--- src/rtl/buzzer_sequencer.sv ---
`default_nettype none
// ============================================================================
// Module   : buzzer_sequencer
// Purpose  : Arbitrates key/error/alarm beep requests and gates the 800 Hz
//            tone into timed on/off patterns paced by the 1 kHz tick.
// Revision : 1.0 - initial release
// ============================================================================
module buzzer_sequencer #(
    parameter int BEEP_MS      = 100,
    parameter int GAP_MS       = 100,
    parameter int ALARM_ON_MS  = 500,
    parameter int ALARM_OFF_MS = 500,
    parameter int ALARM_REPS   = 3
) (
    input  logic       clk,
    input  logic       rst_n,
    input  logic       clk_1khz,
    input  logic       clk_800hz,
    input  logic       req_key,
    input  logic       req_err,
    input  logic       req_alarm,
    input  logic       cancel,
    output logic       buzzer,
    output logic       busy,
    output logic [1:0] active_pat,
    output logic       done
);

    typedef enum logic [1:0] {
        ST_IDLE = 2'd0,
        ST_ON   = 2'd1,
        ST_OFF  = 2'd2
    } state_t;

    localparam logic [1:0] c_pat_none  = 2'b00;
    localparam logic [1:0] c_pat_key   = 2'b01;
    localparam logic [1:0] c_pat_err   = 2'b10;
    localparam logic [1:0] c_pat_alarm = 2'b11;

    // Segment lengths are stored as LEN-1, the terminal ms_cnt value.
    localparam logic [9:0] c_beep_last     = 10'(BEEP_MS - 1);
    localparam logic [9:0] c_gap_last      = 10'(GAP_MS - 1);
    localparam logic [9:0] c_alarm_on_last = 10'(ALARM_ON_MS - 1);
    localparam logic [9:0] c_alarm_off_last= 10'(ALARM_OFF_MS - 1);
    localparam logic [4:0] c_alarm_segs    = 5'(2 * ALARM_REPS - 1);

    state_t     r_state;
    state_t     w_state_nx;
    logic [1:0] r_khz_sync;
    logic       r_khz_prev;
    logic [1:0] r_tone_sync;
    logic       r_pend_key,   w_pend_key_nx;
    logic       r_pend_err,   w_pend_err_nx;
    logic       r_pend_alarm, w_pend_alarm_nx;
    logic [9:0] r_ms_cnt,     w_ms_cnt_nx;
    logic [4:0] r_seg,        w_seg_nx;
    logic [1:0] r_active_pat, w_pat_nx;
    logic       r_busy;
    logic       r_done,       w_done_nx;
    logic       r_buzzer;

    logic       w_ms_tick;
    logic [9:0] w_seg_last;
    logic [4:0] w_num_segs;
    logic [4:0] w_seg_inc;

    assign w_ms_tick = r_khz_sync[1] & ~r_khz_prev;
    assign w_seg_inc = r_seg + 5'd1;

    // Odd segments of the multi-segment patterns are the silent ones.
    always_comb begin
        w_seg_last = c_beep_last;
        w_num_segs = 5'd1;
        case (r_active_pat)
            c_pat_err: begin
                w_num_segs = 5'd3;
                w_seg_last = r_seg[0] ? c_gap_last : c_beep_last;
            end
            c_pat_alarm: begin
                w_num_segs = c_alarm_segs;
                w_seg_last = r_seg[0] ? c_alarm_off_last : c_alarm_on_last;
            end
            default: begin
                w_num_segs = 5'd1;
                w_seg_last = c_beep_last;
            end
        endcase
    end

    always_comb begin
        w_state_nx      = r_state;
        w_ms_cnt_nx     = r_ms_cnt;
        w_seg_nx        = r_seg;
        w_pat_nx        = r_active_pat;
        w_done_nx       = 1'b0;
        w_pend_key_nx   = r_pend_key   | req_key;
        w_pend_err_nx   = r_pend_err   | req_err;
        w_pend_alarm_nx = r_pend_alarm | req_alarm;

        if (cancel) begin
            w_state_nx      = ST_IDLE;
            w_ms_cnt_nx     = 10'd0;
            w_seg_nx        = 5'd0;
            w_pat_nx        = c_pat_none;
            w_pend_key_nx   = 1'b0;
            w_pend_err_nx   = 1'b0;
            w_pend_alarm_nx = 1'b0;
        end else begin
            case (r_state)
                ST_IDLE: begin
                    if (r_pend_alarm) begin
                        w_pend_alarm_nx = 1'b0;
                        w_pat_nx        = c_pat_alarm;
                        w_state_nx      = ST_ON;
                        w_seg_nx        = 5'd0;
                        w_ms_cnt_nx     = 10'd0;
                    end else if (r_pend_err) begin
                        w_pend_err_nx = 1'b0;
                        w_pat_nx      = c_pat_err;
                        w_state_nx    = ST_ON;
                        w_seg_nx      = 5'd0;
                        w_ms_cnt_nx   = 10'd0;
                    end else if (r_pend_key) begin
                        w_pend_key_nx = 1'b0;
                        w_pat_nx      = c_pat_key;
                        w_state_nx    = ST_ON;
                        w_seg_nx      = 5'd0;
                        w_ms_cnt_nx   = 10'd0;
                    end
                end
                ST_ON, ST_OFF: begin
                    if (r_pend_alarm && (r_active_pat != c_pat_alarm)) begin
                        // Alarm preempts silently; the interrupted pattern is dropped.
                        w_pend_alarm_nx = 1'b0;
                        w_pat_nx        = c_pat_alarm;
                        w_state_nx      = ST_ON;
                        w_seg_nx        = 5'd0;
                        w_ms_cnt_nx     = 10'd0;
                    end else if (w_ms_tick) begin
                        if (r_ms_cnt == w_seg_last) begin
                            w_ms_cnt_nx = 10'd0;
                            w_seg_nx    = w_seg_inc;
                            if (w_seg_inc == w_num_segs) begin
                                w_state_nx = ST_IDLE;
                                w_done_nx  = 1'b1;
                                w_pat_nx   = c_pat_none;
                                w_seg_nx   = 5'd0;
                            end else begin
                                w_state_nx = w_seg_inc[0] ? ST_OFF : ST_ON;
                            end
                        end else begin
                            w_ms_cnt_nx = r_ms_cnt + 10'd1;
                        end
                    end
                end
                default: begin
                    w_state_nx = ST_IDLE;
                    w_pat_nx   = c_pat_none;
                end
            endcase
        end
    end

    always_ff @(posedge clk or negedge rst_n) begin
        if (!rst_n) begin
            r_state      <= ST_IDLE;
            r_khz_sync   <= 2'b00;
            r_khz_prev   <= 1'b0;
            r_tone_sync  <= 2'b00;
            r_pend_key   <= 1'b0;
            r_pend_err   <= 1'b0;
            r_pend_alarm <= 1'b0;
            r_ms_cnt     <= 10'd0;
            r_seg        <= 5'd0;
            r_active_pat <= c_pat_none;
            r_busy       <= 1'b0;
            r_done       <= 1'b0;
            r_buzzer     <= 1'b0;
        end else begin
            r_state      <= w_state_nx;
            r_khz_sync   <= {r_khz_sync[0], clk_1khz};
            r_khz_prev   <= r_khz_sync[1];
            r_tone_sync  <= {r_tone_sync[0], clk_800hz};
            r_pend_key   <= w_pend_key_nx;
            r_pend_err   <= w_pend_err_nx;
            r_pend_alarm <= w_pend_alarm_nx;
            r_ms_cnt     <= w_ms_cnt_nx;
            r_seg        <= w_seg_nx;
            r_active_pat <= w_pat_nx;
            r_busy       <= (w_state_nx != ST_IDLE);
            r_done       <= w_done_nx;
            // Cancel must silence the pin on its own edge, not one cycle later.
            r_buzzer     <= ~cancel & (r_state == ST_ON) & r_tone_sync[1];
        end
    end

    assign buzzer     = r_buzzer;
    assign busy       = r_busy;
    assign active_pat = r_active_pat;
    assign done       = r_done;

endmodule
`default_nettype wire

--- config.mk ---
export PLATFORM = sky130hd
export DESIGN_NAME = buzzer_sequencer
export DESIGN_NICKNAME = d
export VERILOG_FILES = /design/src/rtl/buzzer_sequencer.sv
export SDC_FILE = /design/constraint.sdc
export NUM_CORES = 1
export LEC_CHECK = 0
export CAP_MARGIN = 20
export CORE_MARGIN = 1
export CORE_UTILIZATION = 57
export DETAILED_ROUTE_END_ITERATION = 7
export PLACE_DENSITY_LB_ADDON = 0.08
export SLEW_MARGIN = 30
export SYNTH_ARGS = -nofsm -noshare
export SYNTH_HDL_FRONTEND = slang
export SYNTH_SLANG_ARGS = --single-unit
export TNS_END_PERCENT = 50
--- constraint.sdc ---
create_clock -name clk -period 2.46 [get_ports clk]
set_input_delay 0.615 -clock clk [delete_from_list [all_inputs] [get_ports clk]]
set_output_delay 0.615 -clock clk [all_outputs]
set_load 0.03 [all_outputs]
==> results.json, run 1 <==
{
  "gp_congestion": 0.9369,
  "avgSynthCellArea_um2": 9.958,
  "grt_max_degree": 31,
  "status": "finished clean",
  "clk_latency_ns": 0.32,
  "place_area_um2": 1877,
  "final_cell_area_um2": 1941,
  "grt_antenna_before_repair": 0,
  "synth_ff_type": "dfrtp_1",
  "dr.pass1.iters": 4,
  "powerDensity_nw_per_um2": 608.6,
  "drc_errors": 0,
  "grt_pass1_wl_um": 6444,
  "p_leak_nw": 0.7535,
  "layoutNonFillerInstCount": 224,
  "slew_headroom": 0.6797,
  "worstSetupStartpointType": "flip-flop",
  "routedWlPerCell_um": 16.19,
  "cts_resized": 0,
  "grt-ovfl-total": 0,
  "cts_max_level": 2,
  "worst_pin_slew_ns": 0.4773,
  "crit_arrival_ns": 2.44,
  "drv_cap": 0,
  "cts_buffers": 5,
  "finalSetupViolCount": 0,
  "synth-edff-count": 0,
  "num_io_pins": 13,
  "hold_viol": 0,
  "fin_setup_tns_ns": 0,
  "fin_crit_ns": 2.263,
  "dp.final_hpwl_um": 2695,
  "synth_area_um2": 1693,
  "hold_depth": 0,
  "rsz0062_at_grt": "no",
  "die_w_um": 56.50,
  "r2r_start": "r_state[1]",
  "rows": 19,
  "nets": 205,
  "syn_nets": 183,
  "finalCritPeriodShare": 0.9198,
  "drtAntennaViolNets": 0,
  "p_total_mw": 1.181,
  "ys_warn_count": 0,
  "crit_type": "reg -> reg",
  "drt-initial-drc-count": 87,
  "final_max_slew_viol_count": 0,
  "hold_path.class": "reg -> reg",
  "ir_drop_mv": 0.4648,
  "hold_ws_ns": 0.3559,
  "async_reset_ff_frac": 1.000,
  "wl_um": 3627,
  "port_buffers": 12,
  "end_kind": "flip-flop",
  "vias": 1470,
  "hp-start": "r_khz_sync[0]",
  "core_um2": 2781,
  "fmax_mhz": 442.0,
  "cts_setup_buffers": 0,
  "drive_above_1_share": 0.1295,
  "cp_max_fo": 12,
  "cpPeakStageDelay_ns": 0.46,
  "start_util": 0.6086,
  "cts_root_buf": "clkbuf_4",
  "synth_cell_types": 48,
  "clockBufferDepth": 2,
  "grtUsageTotal": 0.2638,
  "dpl.cell_count": 216,
  "crit_chain": "inv_1 -> ha_2 -> or4b_1 -> o21a_2 -> a21oi_1 -> buf_4 -> nand2b_1 -> o21ai_0",
  "synth_cells": 170,
  "r2r_cells": 8,
  "die_h_um": 56.50,
  "viasPerCell": 6.563,
  "n_antenna_cell": 0,
  "fin_skew_ns": 0.01237,
  "critPathRequiredTime_ns": 2.64,
  "crit_start": "r_state[1]",
  "synthToLayoutAreaGrowth_pct": 14.63,
  "ys_seq_area_frac": 0.4435,
  "cts.sinks": 30,
  "path_clk_slew_ns": 0.09,
  "grt_pass1_vias": 1457,
  "die_area_um2": 3192,
  "postCtsHoldBufs": 0,
  "ys_seq_elements": 30,
  "cts_tree": "done",
  "crit_slowest_cell": "or4b_1"
}
[area by class of cell]
class | instances | area [µm²]
Fill cell | 214 | 840.8
Tap cell | 31 | 38.79
Timing Repair Buffer | 19 | 172.7
Clock inverter | 1 | 5.005
Multi-Input combinational cell | 130 | 895.9
Sequential cell | 30 | 750.7
Clock buffer | 7 | 55.05
Inverter | 6 | 22.52
[where the power goes]
group	total [mW]	internal (mW)	switching, mW
Clock	0.298	0.138	0.160
Sequential	0.565	0.521	0.0434
Combinational	0.319	0.127	0.192
Total	1.18	0.786	0.395
[stage by stage]
step / setup slack (ns) / utilization
global placement: 0.2237 / 0.6748
CTS: 0.1258 / 0.6964
floorplan: 0.4378 / -
detailed placement: 0.1376 / 0.6748
global route: 0.04322 / 0.6977
finish: 0.1974 / 0.6977
[cell usage in the layout (no fill, tap or decap), types with 2 or more instances in the layout]
cell,netlist,layout
or4_1,6,6
nor2b_1,3,3
a31oi_1,4,4
nand4_1,3,3
a311oi_1,3,3
clkdlybuf4s50_1,0,12
o211ai_1,5,5
a211oi_1,4,4
nor2_1,10,10
nor3_1,7,7
ha_1,5,4
nand3_1,9,9
dfrtp_1,30,30
nand2_1,15,15
xnor2_1,4,4
a2111oi_0,2,2
a21oi_1,6,6
and2_1,2,2
inv_1,6,6
o31ai_1,3,3
nand2b_1,2,2
nor4_1,2,2
buf_4,1,7
o21ai_0,12,12
clkbuf_4,0,5
and3_1,2,2
[worst max-delay path, delay by kind of cell (launching register included)]
| family | cells | cell delay (ns) |
|---|---|---|
| DFF | 1 | 0.40 |
| adders and majority gates | 1 | 0.25 |
| and+or+nand+nor | 2 | 0.66 |
| buffers and inverters | 2 | 0.30 |
| AOI/OAI and AO/OA | 3 | 0.51 |
[synth_stat cells, types with 2 or more instances]
cell,number,area [µm²]
dfrtp_1,30,750.7
nand2_1,15,56.30
o21ai_0,12,60.06
nor2_1,10,37.54
nand3_1,9,45.04
nor3_1,7,35.03
a21oi_1,6,30.03
inv_1,6,22.52
or4_1,6,45.04
ha_1,5,62.56
o211ai_1,5,37.54
a211oi_1,4,30.03
a31oi_1,4,25.02
xnor2_1,4,35.03
a311oi_1,3,26.28
nand4_1,3,18.77
nor2b_1,3,18.77
o31ai_1,3,22.52
a2111oi_0,2,17.52
and2_1,2,12.51
and3_1,2,12.51
nand2b_1,2,12.51
nor4_1,2,12.51
[state kept, by name, indices dropped and copies added, names as in the netlist, 2 cells and up]
signal / count
r_khz_sync: 2
r_ms_cnt: 10
r_tone_sync: 2
active_pat: 2
r_seg: 5
r_state: 2
[final timing paths]
kind / to / slack [ns]
max in group asynchronous: r_khz_prev / 1.52
max reg2reg: r_ms_cnt[2] / 0.20
min in group asynchronous: r_seg[3] / 0.66
min: r_khz_sync[1] / 0.36
min reg2reg: r_khz_sync[1] / 0.36
max: r_ms_cnt[2] / 0.20
[metal layers]
metal,global-route usage,part of all wire,up-vias
li1,-,-,697
met1,0.3558,0.45,712
met2,0.4017,0.48,52
met3,0.07373,0.053,9
met4,0.1080,0.015,0
met5,0,0,-
[kinds of logic after synthesis]
logic type | Yosys count | synth area share
compound gates | 51 | 0.2299
xor+xnor | 5 | 0.02587
fa+ha+maj | 5 | 0.03695
buf+inv | 10 | 0.02956
flops | 30 | 0.4435
simple gates | 69 | 0.2343
Note: power is estimated with default switching activity, not from simulation.
==> run 2: changes to the inputs <==
CORE_UTILIZATION = 62   (was 57)
clock period = 2.61 ns   (was 2.46 ns; I/O delays follow)
==> results.json, run 2 (synthesized netlist as in run 1, its figures left out) <==
{
  "mostFrequentLayoutCells": "30 x dfrtp_1, 15 x nand2_1, 12 x o21ai_0, 12 x clkdlybuf4s50_1",
  "worst_pin_slew_ns": 0.4873,
  "cts_buffers": 5,
  "num_io_pins": 13,
  "dp.final_hpwl_um": 2937,
  "r2r_start": "r_state[0]",
  "worstSetupStartpointType": "flip-flop",
  "nets": 208,
  "regMostFlops": "r_ms_cnt",
  "finalSetupViolCount": 0,
  "rsz0062_at_grt": "no",
  "powerDensity_nw_per_um2": 606.5,
  "ff2ff_setup_slack_ns": 0.33,
  "slew_headroom": 0.6732,
  "crit_chain": "inv_1 -> ha_1 -> or4b_1 -> o21a_1 -> a21oi_1 -> buf_4 -> or4_1 -> a21oi_1",
  "status": "finished clean",
  "finalCritPeriodShare": 0.8745,
  "fin_crit_ns": 2.282,
  "start_util": 0.6711,
  "hold_path.class": "reg -> reg",
  "crit_slowest_cell": "or4_1",
  "drc_errors": 0,
  "drtAntennaViolNets": 0,
  "p_leak_nw": 0.7743,
  "rows": 18,
  "fin_ws_ns": 0.3277,
  "grt_pass1_wl_um": 6265,
  "cp_max_fo": 12,
  "die_h_um": 54.26,
  "grtUsageTotal": 0.3148,
  "crit_top_cell": "a21oi_1",
  "hold_viol": 0,
  "crit_arrival_ns": 2.54,
  "gp_congestion": 0.9670,
  "ir_drop_mv": 0.6208,
  "path_clk_slew_ns": 0.09,
  "dr.pass1.iters": 4,
  "drt-initial-drc-count": 60,
  "r2r_end": "r_ms_cnt[6]",
  "core_um2": 2522,
  "cts.sinks": 30,
  "routedWlPerCell_um": 17.36,
  "drive_above_1_share": 0.1276,
  "final_common_cell": "dfrtp_1",
  "cts_root_buf": "clkbuf_4",
  "wl_met1_um": 1679,
  "postCtsHoldBufs": 0,
  "fin_setup_tns_ns": 0,
  "r2r_cells": 8,
  "grt-ovfl-total": 0,
  "die_area_um2": 2944,
  "grt_pass1_vias": 1341,
  "hp-start": "r_khz_sync[0]",
  "dp_slack_ns": 0.3153,
  "maxUsedRoutingLayer": "met4",
  "end_kind": "flip-flop",
  "wl_met2_um": 1908,
  "drv_cap": 0,
  "wl_met3_um": 293,
  "crit_start": "r_state[0]",
  "reg_top3": "r_ms_cnt: 10 flops, r_seg: 5 flops",
  "vias": 1507,
  "critPathRequiredTime_ns": 2.87,
  "largest_reg_flops": 10,
  "cpPeakStageDelay_ns": 0.50,
  "wl_um": 3923,
  "n_antenna_cell": 0,
  "die_w_um": 54.26,
  "clk_latency_ns": 0.33,
  "hold-path-endpoint": "r_khz_sync[1]",
  "viasPerCell": 6.668,
  "cts_max_level": 2,
  "final_max_slew_viol_count": 0,
  "cts_setup_buffers": 0,
  "hold_depth": 0,
  "fmax_mhz": 438.1,
  "fin_skew_ns": 0.01409,
  "grt_antenna_before_repair": 0,
  "synthToLayoutAreaGrowth_pct": 16.56,
  "clockBufferDepth": 2,
  "crit_type": "reg -> reg",
  "cts_tree": "done",
  "grt_max_degree": 31,
  "port_buffers": 12,
  "cts_resized": 0
}
## run 2: critical path: cells and delay by family (launching register included)
family          cells  cell delay [ns]
buf+inv             2             0.25
fa+ha+maj           1             0.28
flops               1             0.41
compound gates      3             0.56
simple gates        2             0.72
## run 2: power breakdown
group / switching, mW / leakage [nW] / total, mW / internal (mW)
Sequential: 0.0411 / 0.400 / 0.532 / 0.491
Combinational: 0.189 / 0.335 / 0.310 / 0.121
Clock: 0.151 / 0.0395 / 0.354 / 0.203
## run 2: how the worst max path moves through the flow
stage	cells after the start	end	slack, ns
floorplan	8	r_ms_cnt[2]	0.59
global placement	8	r_ms_cnt[6]	0.39
detailed placement	6	active_pat[1]	0.32
CTS	1	active_pat[1]	0.34
global route	8	r_ms_cnt[8]	0.20
finish	8	r_ms_cnt[6]	0.33
## run 2: cell type report
| type | instances | area, µm² |
|---|---|---|
| Sequential cell | 30 | 750.7 |
| Multi-Input combinational cell | 130 | 892.1 |
| Inverter | 6 | 22.52 |
| Timing Repair Buffer | 22 | 195.2 |
| Clock inverter | 1 | 30.03 |
| Clock buffer | 7 | 45.04 |
| Tap cell | 30 | 37.54 |
| Fill cell | 172 | 549.3 |
## run 2: stage by stage
stage	utilization	total power, mW	hold slack, ns	instances	area [µm²]
after floorplan	-	0.7206	0.3312	170	1693
after global placement	0.7525	0.8356	0.3367	218	1898
after detailed placement	0.7525	0.8435	0.3425	218	1898
after CTS	0.7822	1.199	0.3646	226	1973
after global routing	0.7822	1.261	0.3754	226	1973
final	0.7822	1.197	0.3615	226	1973
## run 2: per-layer routing
layer	vias up	GRT usage
li1	700	-
met1	722	0.3971
met2	77	0.5163
met3	8	0.1000
met4	0	0.08974
met5	-	0
==> run 3: changes to the inputs <==
CELL_PAD_IN_SITES_DETAIL_PLACEMENT = 0   (was default)
CELL_PAD_IN_SITES_GLOBAL_PLACEMENT = 2   (was default)
CORE_UTILIZATION = 37   (was 62)
clock period = 2.2 ns   (was 2.61 ns; I/O delays follow)
==> results.json, run 3 (synthesized netlist as in run 1, its figures left out) <==
{
  "p_total_mw": 1.492,
  "mostFrequentLayoutCells": "30 x dfrtp_1, 19 x buf_4, 15 x nand2_1",
  "fin_setup_tns_ns": 0,
  "cts_tree": "done",
  "n_antenna_cell": 0,
  "grt_pass1_vias": 1507,
  "ff2ff_setup_slack_ns": 0.14,
  "crit_chain": "clkdlybuf4s50_1",
  "r2r_cells": 5,
  "status": "finished clean",
  "final_util": 0.4780,
  "dr.pass1.iters": 4,
  "grt_max_degree": 31,
  "drive_above_1_share": 0.1756,
  "rsz0062_at_grt": "no",
  "grtUsageTotal": 0.1920,
  "crit_arrival_ns": 1.57,
  "worst_pin_slew_ns": 0.4612,
  "hold_viol": 0,
  "r2r_start": "active_pat[0]",
  "core_um2": 4384,
  "nets": 217,
  "critPathRequiredTime_ns": 1.65,
  "hold_path.class": "reg -> reg",
  "num_io_pins": 13,
  "rows": 24,
  "p_leak_nw": 0.8281,
  "dp_slack_ns": 0.09972,
  "slew_headroom": 0.6846,
  "final_cell_area_um2": 2096,
  "crit_start": "active_pat[1]",
  "grt_pass1_wl_um": 7279,
  "endpoint": "active_pat[1]",
  "fillers": 428,
  "cts.sinks": 30,
  "gp_congestion": 0.8351,
  "path_buf_inv": 1,
  "grt_antenna_before_repair": 0,
  "ir_drop_mv": 0.3099,
  "layoutNonFillerInstCount": 257,
  "final_max_slew_viol_count": 0,
  "fin_crit_ns": 2.121,
  "synthToLayoutAreaGrowth_pct": 23.80,
  "grt-ovfl-total": 0,
  "crit_family": "buffers and inverters",
  "path_clk_slew_ns": 0.07,
  "reg_top3": "r_ms_cnt: 10 flops, r_seg: 5 flops",
  "port_buffers": 12,
  "seqCellArea_um2": 750.7,
  "maxUsedRoutingLayer": "met4",
  "fin_skew_ns": 0.01347,
  "fin_ws_ns": 0.07903,
  "drc_errors": 0,
  "wl_met1_um": 1940,
  "clockBufferDepth": 2,
  "dp.final_hpwl_um": 3167,
  "drt-initial-drc-count": 91,
  "cts_buffers": 5,
  "drtAntennaViolNets": 0,
  "worst-path-stages": 1,
  "regMostFlops": "r_ms_cnt",
  "vias": 1485,
  "worstSetupStartpointType": "flip-flop",
  "powerDensity_nw_per_um2": 712.1,
  "multi_input_area_um2": 903.4,
  "r2r_end": "r_seg[4]",
  "cts_max_level": 2,
  "crit_slowest_cell": "clkdlybuf4s50_1",
  "cts_root_buf": "clkbuf_8",
  "viasPerCell": 5.778,
  "die_area_um2": 4850,
  "cpPeakStageDelay_ns": 0.74,
  "final_common_cell": "dfrtp_1",
  "fmax_mhz": 471.5,
  "die_w_um": 69.64,
  "wl_met2_um": 2018,
  "crit_type": "reg -> out",
  "finalSetupViolCount": 0,
  "routedWlPerCell_um": 16.39,
  "end_kind": "output port",
  "die_h_um": 69.64,
  "start_util": 0.3861,
  "cp_max_fo": 8,
  "wl_met3_um": 155,
  "hold_ws_ns": 0.3497,
  "drv_cap": 0,
  "dpl.cell_count": 248,
  "place_area_um2": 1986,
  "wl_um": 4213,
  "largest_reg_flops": 10,
  "clk_latency_ns": 0.29,
  "finalCritPeriodShare": 0.9641
}
run 3: final cells by class:
type                       count  share of cell area
inverter                       6             0.01075
tap                           52             0.03104
timing repair buffer          31              0.1254
multi-input combinational    130              0.4310
clock inverter                 1            0.002388
sequential                    30              0.3582
clock buffer                   7             0.04119
run 3: worst min path at each step:
stage	start	endpoint	slack, ns	depth (start not counted)
global placement	r_tone_sync[0]	r_tone_sync[1]	0.33	0
global route	r_khz_sync[0]	r_khz_sync[1]	0.37	0
floorplan	rst_n	active_pat[0]	0.25	0
CTS	r_tone_sync[0]	r_tone_sync[1]	0.36	0
detailed placement	r_tone_sync[0]	r_tone_sync[1]	0.34	0
finish	r_tone_sync[0]	r_tone_sync[1]	0.35	0
run 3: worst register-to-register path, cell delays in order (launching register included):
cell and delay, ns:
dfrtp_1 0.50, a2111oi_4 0.44, a41o_4 0.20, nand3_4 0.12, or4_1 0.54, a31oi_1 0.17
run 3: what timing repair did:
action | 4_1_cts | 5_1_grt
gates resized for setup | 0 | 2
setup buffers | 0 | 1
setup endpoints to repair | 0 | 12
hold buffers | 0 | 0
run 3: layer usage:
layer | GRT usage | vias to the layer above
li1 | - | 719
met1 | 0.2472 | 729
met2 | 0.3150 | 27
met3 | 0.04070 | 10
met4 | 0.07556 | 0
met5 | 0 | -
run 3: power breakdown:
part	switching, mW	internal (mW)
registers	0.0437	0.584
clock network	0.211	0.252
logic	0.231	0.171
total	0.486	1.01
